$ cat src/rtl/map_scan_seq_if.sv
// Bus bundle for map_scan_seq: scan request/configuration, the three
// x/y/plane token streams, and status outputs.
interface map_scan_seq_if;
  logic        start;
  logic [15:0] cfg_w;
  logic [15:0] cfg_h;
  logic [15:0] cfg_p;

  logic        out1_send;
  logic        out2_send;
  logic        out3_send;
  logic [15:0] out1_data;
  logic [15:0] out2_data;
  logic [15:0] out3_data;
  logic [15:0] out1_count;
  logic [15:0] out2_count;
  logic [15:0] out3_count;
  logic        out1_rdy;
  logic        out2_rdy;
  logic        out3_rdy;
  logic        out1_ack;
  logic        out2_ack;
  logic        out3_ack;

  logic        busy;
  logic        done;
  logic [31:0] tokens;

  // Requester / downstream side
  modport master (
    output start, cfg_w, cfg_h, cfg_p,
    output out1_rdy, out2_rdy, out3_rdy,
    output out1_ack, out2_ack, out3_ack,
    input  out1_send, out2_send, out3_send,
    input  out1_data, out2_data, out3_data,
    input  out1_count, out2_count, out3_count,
    input  busy, done, tokens
  );

  // Scan generator side
  modport slave (
    input  start, cfg_w, cfg_h, cfg_p,
    input  out1_rdy, out2_rdy, out3_rdy,
    input  out1_ack, out2_ack, out3_ack,
    output out1_send, out2_send, out3_send,
    output out1_data, out2_data, out3_data,
    output out1_count, out2_count, out3_count,
    output busy, done, tokens
  );
endinterface

$ cat src/rtl/map_scan_seq.sv
// Raster scan sequencer: walks x, then y, then plane over a latched
// W x H x P extent, emitting one (x,y,p) tuple per cycle on three lock-step
// token streams whenever all downstream consumers are ready.
module map_scan_seq (
  input  logic          clk,
  input  logic          reset,
  map_scan_seq_if.slave bus
);
  typedef enum logic [1:0] {IDLE = 2'd0, RUN = 2'd1, FIN = 2'd2} state_t;

  state_t      state_reg;
  state_t      state_next;
  logic [15:0] x_reg;
  logic [15:0] y_reg;
  logic [15:0] p_reg;
  logic [15:0] cfg_w_reg;
  logic [15:0] cfg_h_reg;
  logic [15:0] cfg_p_reg;
  logic [31:0] tokens_reg;

  logic        fire;
  logic        cfg_zero;
  logic        x_last;
  logic        y_last;
  logic        p_last;
  logic        last_tuple;

  logic        send;
  logic [15:0] x_out;
  logic [15:0] y_out;
  logic [15:0] p_out;
  logic        busy;
  logic        done;

  // Acknowledges carry no meaning for this block.
  logic        unused_ack;
  assign unused_ack = bus.out1_ack ^ bus.out2_ack ^ bus.out3_ack;

  // A transfer happens only when every stream can take its token; reset
  // blocks it so nothing leaves the block in a reset cycle.
  assign fire       = bus.out1_rdy & bus.out2_rdy & bus.out3_rdy & ~reset;
  assign cfg_zero   = (bus.cfg_w == 16'd0) | (bus.cfg_h == 16'd0) | (bus.cfg_p == 16'd0);
  assign x_last     = (x_reg == cfg_w_reg - 16'd1);
  assign y_last     = (y_reg == cfg_h_reg - 16'd1);
  assign p_last     = (p_reg == cfg_p_reg - 16'd1);
  assign last_tuple = x_last & y_last & p_last;

  // State register
  always_ff @(posedge clk) begin
    if (reset) begin
      state_reg <= IDLE;
    end else begin
      state_reg <= state_next;
    end
  end

  // Next-state logic
  always_comb begin
    state_next = state_reg;
    case (state_reg)
      IDLE: begin
        if (bus.start) begin
          state_next = cfg_zero ? FIN : RUN;
        end
      end
      RUN: begin
        if (fire && last_tuple) begin
          state_next = FIN;
        end
      end
      FIN:     state_next = IDLE;
      default: state_next = IDLE;
    endcase
  end

  // Configuration latch, raster counters and saturating tuple count
  always_ff @(posedge clk) begin
    if (reset) begin
      x_reg      <= 16'd0;
      y_reg      <= 16'd0;
      p_reg      <= 16'd0;
      cfg_w_reg  <= 16'd0;
      cfg_h_reg  <= 16'd0;
      cfg_p_reg  <= 16'd0;
      tokens_reg <= 32'd0;
    end else begin
      case (state_reg)
        IDLE: begin
          if (bus.start) begin
            cfg_w_reg  <= bus.cfg_w;
            cfg_h_reg  <= bus.cfg_h;
            cfg_p_reg  <= bus.cfg_p;
            x_reg      <= 16'd0;
            y_reg      <= 16'd0;
            p_reg      <= 16'd0;
            tokens_reg <= 32'd0;
          end
        end
        RUN: begin
          if (fire) begin
            if (tokens_reg != 32'hFFFF_FFFF) begin
              tokens_reg <= tokens_reg + 32'd1;
            end
            // The final tuple leaves the counters parked on the last index.
            if (!last_tuple) begin
              if (!x_last) begin
                x_reg <= x_reg + 16'd1;
              end else begin
                x_reg <= 16'd0;
                if (!y_last) begin
                  y_reg <= y_reg + 16'd1;
                end else begin
                  y_reg <= 16'd0;
                  p_reg <= p_reg + 16'd1;
                end
              end
            end
          end
        end
        default: ;
      endcase
    end
  end

  // Output decode; everything except COUNT is forced quiet during reset
  always_comb begin
    send  = 1'b0;
    x_out = 16'd0;
    y_out = 16'd0;
    p_out = 16'd0;
    busy  = 1'b0;
    done  = 1'b0;
    if (!reset) begin
      send  = (state_reg == RUN) & fire;
      x_out = x_reg;
      y_out = y_reg;
      p_out = p_reg;
      busy  = (state_reg == RUN);
      done  = (state_reg == FIN);
    end
  end

  assign bus.out1_send  = send;
  assign bus.out2_send  = send;
  assign bus.out3_send  = send;
  assign bus.out1_data  = x_out;
  assign bus.out2_data  = y_out;
  assign bus.out3_data  = p_out;
  assign bus.out1_count = 16'h0001;
  assign bus.out2_count = 16'h0001;
  assign bus.out3_count = 16'h0001;
  assign bus.busy       = busy;
  assign bus.done       = done;
  assign bus.tokens     = tokens_reg;
endmodule

$ cat src/flat_wrapper.sv
// flat-port wrapper written by rule: the top's interface ports become plain ports
module map_scan_seq_flat 
  (clk, reset, bus_start, bus_cfg_w, bus_cfg_h, bus_cfg_p, bus_out1_rdy, bus_out2_rdy, bus_out3_rdy, bus_out1_ack, bus_out2_ack, bus_out3_ack, bus_out1_send, bus_out2_send, bus_out3_send, bus_out1_data, bus_out2_data, bus_out3_data, bus_out1_count, bus_out2_count, bus_out3_count, bus_busy, bus_done, bus_tokens);
  map_scan_seq_if bus_i ();
  input  logic clk;
  input  logic reset;
  input wire logic [$bits(bus_i.start)-1:0] bus_start;
  input wire logic [$bits(bus_i.cfg_w)-1:0] bus_cfg_w;
  input wire logic [$bits(bus_i.cfg_h)-1:0] bus_cfg_h;
  input wire logic [$bits(bus_i.cfg_p)-1:0] bus_cfg_p;
  input wire logic [$bits(bus_i.out1_rdy)-1:0] bus_out1_rdy;
  input wire logic [$bits(bus_i.out2_rdy)-1:0] bus_out2_rdy;
  input wire logic [$bits(bus_i.out3_rdy)-1:0] bus_out3_rdy;
  input wire logic [$bits(bus_i.out1_ack)-1:0] bus_out1_ack;
  input wire logic [$bits(bus_i.out2_ack)-1:0] bus_out2_ack;
  input wire logic [$bits(bus_i.out3_ack)-1:0] bus_out3_ack;
  output wire logic [$bits(bus_i.out1_send)-1:0] bus_out1_send;
  output wire logic [$bits(bus_i.out2_send)-1:0] bus_out2_send;
  output wire logic [$bits(bus_i.out3_send)-1:0] bus_out3_send;
  output wire logic [$bits(bus_i.out1_data)-1:0] bus_out1_data;
  output wire logic [$bits(bus_i.out2_data)-1:0] bus_out2_data;
  output wire logic [$bits(bus_i.out3_data)-1:0] bus_out3_data;
  output wire logic [$bits(bus_i.out1_count)-1:0] bus_out1_count;
  output wire logic [$bits(bus_i.out2_count)-1:0] bus_out2_count;
  output wire logic [$bits(bus_i.out3_count)-1:0] bus_out3_count;
  output wire logic [$bits(bus_i.busy)-1:0] bus_busy;
  output wire logic [$bits(bus_i.done)-1:0] bus_done;
  output wire logic [$bits(bus_i.tokens)-1:0] bus_tokens;
  assign bus_i.start = bus_start;
  assign bus_i.cfg_w = bus_cfg_w;
  assign bus_i.cfg_h = bus_cfg_h;
  assign bus_i.cfg_p = bus_cfg_p;
  assign bus_i.out1_rdy = bus_out1_rdy;
  assign bus_i.out2_rdy = bus_out2_rdy;
  assign bus_i.out3_rdy = bus_out3_rdy;
  assign bus_i.out1_ack = bus_out1_ack;
  assign bus_i.out2_ack = bus_out2_ack;
  assign bus_i.out3_ack = bus_out3_ack;
  assign bus_out1_send = bus_i.out1_send;
  assign bus_out2_send = bus_i.out2_send;
  assign bus_out3_send = bus_i.out3_send;
  assign bus_out1_data = bus_i.out1_data;
  assign bus_out2_data = bus_i.out2_data;
  assign bus_out3_data = bus_i.out3_data;
  assign bus_out1_count = bus_i.out1_count;
  assign bus_out2_count = bus_i.out2_count;
  assign bus_out3_count = bus_i.out3_count;
  assign bus_busy = bus_i.busy;
  assign bus_done = bus_i.done;
  assign bus_tokens = bus_i.tokens;
  map_scan_seq u_core (.clk(clk), .reset(reset), .bus(bus_i));
endmodule
$ cat config.mk
export PLATFORM = sky130hd
export DESIGN_NAME = map_scan_seq_flat
export DESIGN_NICKNAME = d
export VERILOG_FILES = /design/src/rtl/map_scan_seq_if.sv /design/src/rtl/map_scan_seq.sv /design/src/flat_wrapper.sv
export SDC_FILE = /design/constraint.sdc
export NUM_CORES = 1
export LEC_CHECK = 0
export CORE_UTILIZATION = 35
export DETAILED_ROUTE_END_ITERATION = 12
export HOLD_SLACK_MARGIN = 0.02
export PLACE_DENSITY = 0.68
export SYNTH_ARGS = -nofsm -noshare
export SYNTH_HDL_FRONTEND = slang
export SYNTH_SLANG_ARGS = --single-unit
export TNS_END_PERCENT = 30
$ cat constraint.sdc
create_clock -name clk -period 2.93 [get_ports clk]
set_clock_uncertainty 0.05 [all_clocks]
set_input_delay 0.7325 -clock clk [delete_from_list [all_inputs] [get_ports clk]]
set_output_delay 0.7325 -clock clk [all_outputs]
set_load 0.05 [all_outputs]
==> flow_summary_export.csv <==
group,metric,value,unit
timing,drv_slew,0,
grt,grt_max_degree,111,
yosys,ys_seq_area_frac,0.315,
status,violations,"negative setup slack",
power_and_ir_drop,pwr-share-comb,0.250,
grt,grt_pass1_wl,40100,um
routing,via_count,8528,
yosys,yosysUniqueCellTypes,72,
die,rows,55,
power_and_ir_drop,power_leakage,4.58,nW
worst_hold_path,holdPathEnd,"u_core.cfg_h_reg[15]",
routing,firstDrtPassIters,5,
die,start_util,0.361,
critical_path,slowest_stage,"or4b_4",
flow_run,maxCapViolCount,0,
placed_design,placed_area,0.0111,mm^2
placed_design,hpwl,18400,um
placed_design,numPortBuffers,138,
final_layout,drive_gt1_frac,0.237,
timing,tightest_slew,558,ps
critical_path,crit_chain,"inv_2, ha_4, or4b_4, o41a_1, a211oi_2, o21ai_2, nand4b_1, nor4b_2, o32a_1, or3_4, a21oi_2",
worst_hold_path,holdPathStages,2,
yosys,synthArstFlopShare,0,
cts,htree_levels,4,
routing,drc,0,
timing,tns,-1420,ps
critical_path,crit_arrival,3330,ps
yosys,synth_area,0.00827,mm^2
grt,grt_antenna_before_repair,0,
cts,cts_made_buffers,17,
grt,gr-usage-all-layers,0.206,
die,core-area,0.0229,mm^2
yosys,synth-main-ff-cell,"dfxtp_1",
critical_path,max_stage_delay,500,ps
die,die_w,156,um
cts,cts_tree,"yes",
critical_path,r2r_start,"u_core.cfg_h_reg[1]",
timing,rsz0062_at_grt,"true",
final_layout,final_cell_area,0.0122,mm^2
final_layout,seqCellArea,0.00262,mm^2
final_layout,nets,1384,
worst_hold_path,hp-class,"reg2reg",
yosys,syn_inst,1087,
cts,cts_sinks,130,
routing,routed_wl,25300,um
yosys,syn_avg_cell_area,7.61,um^2
yosys,yosysWarnings,0,
critical_path,ff2ff_setup_slack,-90,ps
routing,detail-route-antenna-nets,0,
routing,initialDrtViolationCount,484,
power_and_ir_drop,internal_power,3.50,mW
critical_path,r2r_cells,11,
timing,setup_ws,-93.0,ps
final_layout,area_growth,47.0,%
yosys,ys_ff_latch,130,
power_and_ir_drop,power.share.switching,0.328,
worst_hold_path,min-delay-start,"u_core.cfg_h_reg[15]",
cts,cts-root-buf,"clkbuf_16",
yosys,synth-edff-count,0,
power_and_ir_drop,peakVddDrop,0.000341,V
critical_path,critical_path_class,"reg2reg",
critical_path,cp_max_fo,8,
power_and_ir_drop,p_per_area,429,mW/mm^2
power_and_ir_drop,pwr-share-clk,0.393,
timing,max_freq,0.331,GHz
critical_path,required,3240,ps
timing,setup_viol,33,
final_layout,n_antenna_cell,0,
placed_design,gp_congestion,0.908,
final_layout,largest_register_ffs,32,
die,fp.dieH,156,um
critical_path,end_kind,"register",
routing,wl_per_cell,15.4,um
cts,cts_buffer_depth,2,
timing,hold_viol,0,
yosys,synth_top_area_frac,0.315,
grt,grt_pass1_vias,8055,
power_and_ir_drop,p_switching,1.71,mW
final_layout,fillers,2151,
timing,period_share,1.03,
status,status,"finished with violations",
die,die_area,0.0242,mm^2
cts,clk_latency,430,ps
power_and_ir_drop,seqPwrFrac,0.358,
critical_path,r2r-end,"u_core.y_reg[7]",
yosys,ys_top_cells_by_area,"dfxtp_1, nand2_1, a21oi_1",
routing,vias_per_cell,5.18,
die,io_pins,190,
cts,cts.clk_slew.worst_paths,70,ps
timing,relSlewSlack,0.624,
critical_path,start_kind,"register",
timing,finalCriticalPeriod,3020,ps
grt,grt-ovfl-total,0,
final_layout,multi_input_area,0.00544,mm^2
yosys,yosysTopAreaCell,"dfxtp_1",
==> worst max-delay path by stage <==
stage,from,endpoint,slack [ps],cells after the start
2_1_floorplan,reset,u_core.y_reg[13],-180,9
3_3_place_gp,u_core.cfg_h_reg[1],u_core.y_reg[7],-160,11
3_5_place_dp,u_core.cfg_h_reg[1],u_core.y_reg[6],-170,11
4_1_cts,u_core.cfg_p_reg[2],u_core.y_reg[7],-40,11
5_1_grt,u_core.cfg_p_reg[3],u_core.y_reg[13],-200,12
6_report,u_core.cfg_h_reg[1],u_core.y_reg[7],-90,11
==> cell usage after synthesis (13+ instances only) <==
library cell and instances:
o21ai_1 17, nor2b_1 48, o21ai_0 22, buf_4 55, clkbuf_1 48, a21oi_1 96, nor2_1 83, nor4_1 27
xnor2_1 54, xor2_1 42, or3_1 31, dfxtp_1 130, nand2_1 148, inv_1 17, nand3_1 38, nand4_1 29
and3_1 13, nor3_1 19
==> what timing repair did <==
item | 4_1_cts | 5_1_grt
resized for setup | 23 | 52
pin swaps | 14 | 28
endpoints found under the hold margin | 0 | 0
endpoints found under the setup margin | 48 | 50
setup buffers | 5 | 13
cloned | 1 | 1
hold buffers | 0 | 0
==> placed cells by master, fill, tap and decap left out, types with 23 or more instances in the layout <==
cell,Yosys,final
dfxtp_1,130,122
nor2_1,83,76
a21oi_1,96,88
or3_1,31,28
xnor2_1,54,53
clkdlybuf4s50_1,0,84
nand2_1,148,148
conb_1,2,48
buf_4,55,134
xor2_1,42,42
nor2b_1,48,48
buf_12,0,57
nand4_1,29,29
nor4_1,27,23
nand3_1,38,38
==> layer usage <==
metal  wire length, um  vias up  global-route usage  share of wire
li1                  -     4183                   -              -
met1             11100     4064               0.252           0.44
met2             12400      234               0.354           0.49
met3              1230       47              0.0397          0.048
met4               588        0              0.0789          0.023
met5                 0        -                   0              0
==> worst max-delay path, delay by kind of cell, from the launching register on <==
| kind | cells | cell delay (ps) |
|---|---|---|
| AOI/OAI and AO/OA | 5 | 1230 |
| and+or+nand+nor | 4 | 1170 |
| DFF | 1 | 320 |
| adders and majority gates | 1 | 120 |
| buffers and inverters | 1 | 60 |
==> metrics by stage <==
| step | cells | setup slack [ps] | power, mW | hold slack [ps] | utilization |
|---|---|---|---|---|---|
| 6_report | 1646 | -93.0 | 5.21 | 428 | 0.530 |
| 5_1_grt | 1646 | -196 | 5.42 | 461 | 0.530 |
| 4_1_cts | 1632 | -37.6 | 5.15 | 433 | 0.516 |
| 3_5_place_dp | 1594 | -169 | 3.07 | 416 | 0.486 |
| 3_3_place_gp | 1594 | -157 | 3.05 | 410 | 0.486 |
| 2_1_floorplan | 1133 | -183 | 2.70 | 398 | - |
==> cell families (layout without fill, tap and decap cells) <==
| kind of cell | after synthesis | count (layout) | share of synthesized area |
|---|---|---|---|
| xor gates and xnor gates | 96 | 96 | 0.102 |
| muxes | 7 | 7 | 0.00878 |
| adders and majority gates | 7 | 7 | 0.0106 |
| DFF | 130 | 130 | 0.315 |
| buffers and inverters | 132 | 331 | 0.0882 |
| other | 2 | 48 | 0.000908 |
| AOI/OAI and AO/OA | 198 | 199 | 0.145 |
| and+or+nand+nor | 515 | 515 | 0.330 |
==> area by class of cell <==
cell class | count | area share
clock buffers | 17 | 0.0350
well taps | 313 | 0.0322
flip-flops and latches | 130 | 0.215
inverters | 17 | 0.00525
repair buffers | 282 | 0.253
multi-input cells | 872 | 0.447
clock inverters | 15 | 0.0113
==> power by group through the flow <==
stage          sequential (mW)  clock, mW  combinational (mW)
6_report                  1.86       2.05                1.30
5_1_grt                   1.87       2.15                1.40
2_1_floorplan             1.91          0               0.790
3_5_place_dp              1.90          0                1.17
3_3_place_gp              1.90          0                1.15
4_1_cts                   1.86       2.08                1.21
Note: power is estimated with default switching activity, not from simulation.
